`config.mk`:
```
export PLATFORM = sky130hd
export DESIGN_NAME = demux16b1x4_reg
export DESIGN_NICKNAME = d
export VERILOG_FILES = /design/src/rtl/demux16b1x4_reg.sv
export SDC_FILE = /design/constraint.sdc
export NUM_CORES = 1
export LEC_CHECK = 0
export CAP_MARGIN = 15
export CORE_MARGIN = 2
export CORE_UTILIZATION = 25
export CTS_BUF_LIST = sky130_fd_sc_hd__clkbuf_16
export CTS_CLUSTER_SIZE = 25
export DETAILED_ROUTE_END_ITERATION = 12
export SLEW_MARGIN = 40
export SYNTH_ARGS = -nofsm -noshare
export SYNTH_HDL_FRONTEND = slang
export SYNTH_SLANG_ARGS = --single-unit
```
`constraint.sdc`:
```
create_clock -name clk -period 3 [get_ports clk]
set_clock_uncertainty 0.05 [all_clocks]
set_input_delay 0.6 -clock clk [delete_from_list [all_inputs] [get_ports clk]]
set_output_delay 0.6 -clock clk [all_outputs]
set_load 0.01 [all_outputs]
```
`src/rtl/demux16b1x4_reg.sv`:
```
// ---------------------------------------------------------------------------
// demux16b1x4_reg
//   Registered 1-to-4 demultiplexer. Each word accepted on the input port is
//   steered by in_addr into one of four single-entry channel registers. Each
//   channel then presents the word to its own consumer until it is taken.
//
// Handshake rules (apply to the input port and to each output channel):
//   A transfer happens on a rising clk edge where valid and ready are both 1.
//   The producer holds valid and its payload stable until that transfer.
//   Ready may depend combinationally on the addressed channel's state and on
//   that channel's out_ready, but never on in_valid.
//
// Ports
//   clk        : clock; all state changes on the rising edge
//   rst_n      : asynchronous active-low reset
//   in_valid   : upstream offers in_data for channel in_addr
//   in_ready   : the addressed channel can take a word this cycle
//   in_addr    : destination channel, 0..3
//   in_data    : word to deliver
//   Q0..Q3     : registered channel data
//   out_valid  : bit k set when Qk holds an undelivered word
//   out_ready  : bit k set when consumer k takes Qk this cycle
//   busy       : at least one channel holds an undelivered word
//   xfer_cnt   : number of accepted input words, wraps at 16 bits
// ---------------------------------------------------------------------------
module demux16b1x4_reg #(
  parameter int WIDTH = 16
) (
  input  logic             clk,
  input  logic             rst_n,
  input  logic             in_valid,
  output logic             in_ready,
  input  logic [1:0]       in_addr,
  input  logic [WIDTH-1:0] in_data,
  output logic [WIDTH-1:0] Q0,
  output logic [WIDTH-1:0] Q1,
  output logic [WIDTH-1:0] Q2,
  output logic [WIDTH-1:0] Q3,
  output logic [3:0]       out_valid,
  input  logic [3:0]       out_ready,
  output logic             busy,
  output logic [15:0]      xfer_cnt
);

  // Per-channel state is just a valid bit and a data register.
  logic [WIDTH-1:0] data_q [4];
  logic [WIDTH-1:0] data_d [4];
  logic [3:0]       valid_q;
  logic [3:0]       valid_d;
  logic [15:0]      cnt_q;
  logic [15:0]      cnt_d;
  logic             accept;

  always_comb begin
    // A full channel can still accept when it is being drained on the same
    // edge, which is what gives one word per cycle per channel.
    in_ready = !valid_q[in_addr] | out_ready[in_addr];
    accept   = in_valid & in_ready;

    // Drain first, then let a load of the same channel override it so a
    // simultaneous drain+load leaves the channel valid with the new word.
    valid_d = valid_q & ~out_ready;
    for (int k = 0; k < 4; k++) begin
      data_d[k] = data_q[k];
    end
    cnt_d = cnt_q;

    if (accept) begin
      valid_d[in_addr] = 1'b1;
      data_d[in_addr]  = in_data;
      cnt_d            = cnt_q + 16'd1;
    end
  end

  always_ff @(posedge clk or negedge rst_n) begin
    if (!rst_n) begin
      for (int k = 0; k < 4; k++) begin
        data_q[k] <= '0;
      end
      valid_q <= 4'b0000;
      cnt_q   <= 16'h0000;
    end else begin
      for (int k = 0; k < 4; k++) begin
        data_q[k] <= data_d[k];
      end
      valid_q <= valid_d;
      cnt_q   <= cnt_d;
    end
  end

  assign Q0        = data_q[0];
  assign Q1        = data_q[1];
  assign Q2        = data_q[2];
  assign Q3        = data_q[3];
  assign out_valid = valid_q;
  assign busy      = |valid_q;
  assign xfer_cnt  = cnt_q;

endmodule

```
==> results.md <==
- Status: complete, no violations
- Crit-path cells: clkdlybuf4s50_1, nand2b_1, mux4_2, clkdlybuf4s50_1
- Reg2reg setup slack: 1150 ps
- Remaining Overflow, GRT: 0
- Area occupied by multi-input gates: 1210 um^2
- Wire per inst: 15.9 um
- Sequential-to-total area share from yosys stat: 62.2%
- Worst EP arrival: 2180 ps
- Avg Synthesized Cell Area: 15.4 um^2
- Pwr/cell area: 716 nW/um^2
- Final hold vios: 0
- Number of synthesized register bits: 84
- Final Setup Violations: 0
- Sequential Area: 2100 um^2
- Vias in the first global route: 2323
- Clock Latency Late Sink: 340 ps
- Core box area: 13200 um^2
- Drt initial violations: 65
- Placement Setup Slack: 165 ps
- Area grow syn2layout: 47.2%
- Pins over their slew limit: 0
- Clock net sink count: 84
- Worst Tran Pin Value: 676 ps
- Largest net degree at the start of global routing: 85
- Root buffer cell: clkbuf_16
- TritonCTS Buffers: 9
- Top cells by area, synth: dfrtp_1 (62%), mux2_2 (22%), xnor2_1 (3.9%)
- Max-cap viol count: 0
- ANT cells: 0
- Global-route wire length before repair: 13100 um
- Mapped cell area: 3380 um^2
- Vias: 2228
- Die ar.: 14500 um^2
- Final Total Pwr: 3560 uW
- Post-synth top area share: 62.2%
- Yosys cell types: 25
- Share of post-route cells with drive strength above 1: 28.9%
- Commonest cells after routing, fill and taps aside: clkdlybuf4s50_1 (109), dfrtp_1 (84), mux2_2 (65), xnor2_1 (15), clkbuf_16 (9)
- Final #Nets: 363
- Reg2Reg Depth: 5
- DP Wirelength: 5440 um
- Post-Route WL: 8210 um
- GR Layer Usage met3: 6.75%
- Worst setup path start: out_ready[3]
- Initial antenna violation count: 0
- Worst stage delay on the critical path: 510 ps
- CTS resizes: 0
- Maximum VDD drop: 0.332 mV
- Gr usage total: 12.0%
- CP endpoint: in_ready
- Clk buf depth: 2
- Number of port buffers: 110
- # DRC: 0
- Biggest area consumer among synthesized cells: dfrtp_1
- Critical path required time: 2350 ps
- Placer Congestion: 0.716
- Initial core utilization: 25.5%
- Reg-to-Reg End: xfer_cnt[1]
- R2r startpoint: out_valid[0]
- IO Pins: 111
- Crit. End Element: output pin
- Postcts setup bufs: 0
- DRT Pass-1 Iters: 4
- H-tree levels: 3
- Slew Limit Headroom: 55.0%
- CTS Hold Bufs: 0
- Fmax: 0.354 GHz
- YS warnings: 0
- Minimum clock period: 2830 ps
- CP Class: input pin to output pin
- Most common cell after layout, fill and taps aside: clkdlybuf4s50_1
- RSZ-0062 raised after global routing: false
- Post-DR vias/cell: 4.30
- Grt met2 use: 17.7%
- Worst min path class: input pin to async pin
- M1 GR Usage: 15.3%
- Grt peak-use layer: met2
- Die Y: 120 um
- Critical-path top delay cell: mux4_2
- Final worst slack: 172 ps
- Syn nets: 245
- CTS clk-pin slew, worst paths: 60 ps
- Die X-Extent: 120 um
- Layout fillers: 1332
- Max Fanout on Critical Path: 3
- Most frequent CP cell: clkdlybuf4s50_1
- P_leak: 0.00207 uW
- Setup crit start kind: input pin
- Post-route ant nets: 0
- Post-Route Setup TNS: 0 ps
- Fin crit share: 94.3%
- Row count: 42
- CTS tree: built
- Post-Syn Instances: 219
==> how the worst min path moves through the flow <==
stage / startpoint / to / slack, ps
after global routing: rst_n / Q3[9] / 300
after CTS: rst_n / Q3[13] / 300
after global placement: xfer_cnt[15] / xfer_cnt[15] / 420
after floorplan: rst_n / Q0[0] / 250
final: rst_n / Q3[9] / 250
after detailed placement: xfer_cnt[15] / xfer_cnt[15] / 420
==> registers in the layout, summed over array words and instances, names as in the netlist <==
register   flops
Q3            16
Q1            16
out_valid      4
xfer_cnt      16
Q0            16
Q2            16
==> power breakdown <==
group	total [uW]	switching (uW)	internal, uW
registers	1520	155	1360
logic	970	356	614
clock network	1070	442	633
==> final cells by class <==
| class | instances | share of cell area [%] |
|---|---|---|
| flip-flops and latches | 84 | 42.3 |
| multi-input cells | 125 | 24.4 |
| repair buffers | 116 | 23.1 |
| clock buffers | 9 | 4.53 |
| well taps | 176 | 4.43 |
| clock inverters | 7 | 1.18 |
| inverters | 1 | 0.0755 |
==> synthesized netlist by cell type <==
master and n:
and2_1 2, and3_1 8, and4_1 4, buf_1 1, buf_2 5, buf_4 1
buf_6 2, dfrtp_1 84, ha_1 1, inv_1 1, mux2_2 65, mux4_2 1
nand2_1 5, nand2b_1 3, nand2b_4 1, nand3_1 1, nand3_2 8, nand3b_2 1
nand4_1 5, nand4_2 1, nor2_2 1, nor2b_2 1, o21ai_0 1, or4_1 1
xnor2_1 15
==> per-stage QoR <==
stage                     hold slack, ps  instances  area, um^2  utilization (%)
after floorplan                      254        219        3380                -
after global placement               416        502        4680             35.4
after detailed placement             420        502        4690             35.4
after CTS                            298        518        4970             37.5
after global routing                 299        518        4970             37.6
final                                252        518        4970             37.6
==> critical path, delay by kind of cell <==
kind                   cells  cell delay (ps)
buffers and inverters      2              890
multiplexers               1              510
AND/OR/NAND/NOR            1              180
==> kinds of logic after synthesis <==
family	Yosys count	synth area share [%]
adders and majority gates	1	0.370
AOI/OAI and AO/OA	1	0.148
xor gates and xnor gates	15	3.89
DFF	84	62.2
buffers and inverters	10	1.85
and+or+nand+nor	42	9.22
muxes	66	22.3
==> per-layer routing <==
metal  vias to the layer above  share of wire (%)
li1                       1011                  -
met5                         -                  0
met4                         0               0.86
met3                         5                8.7
met2                        77                 45
met1                      1135                 46
Power figures use the tool's default switching activity.
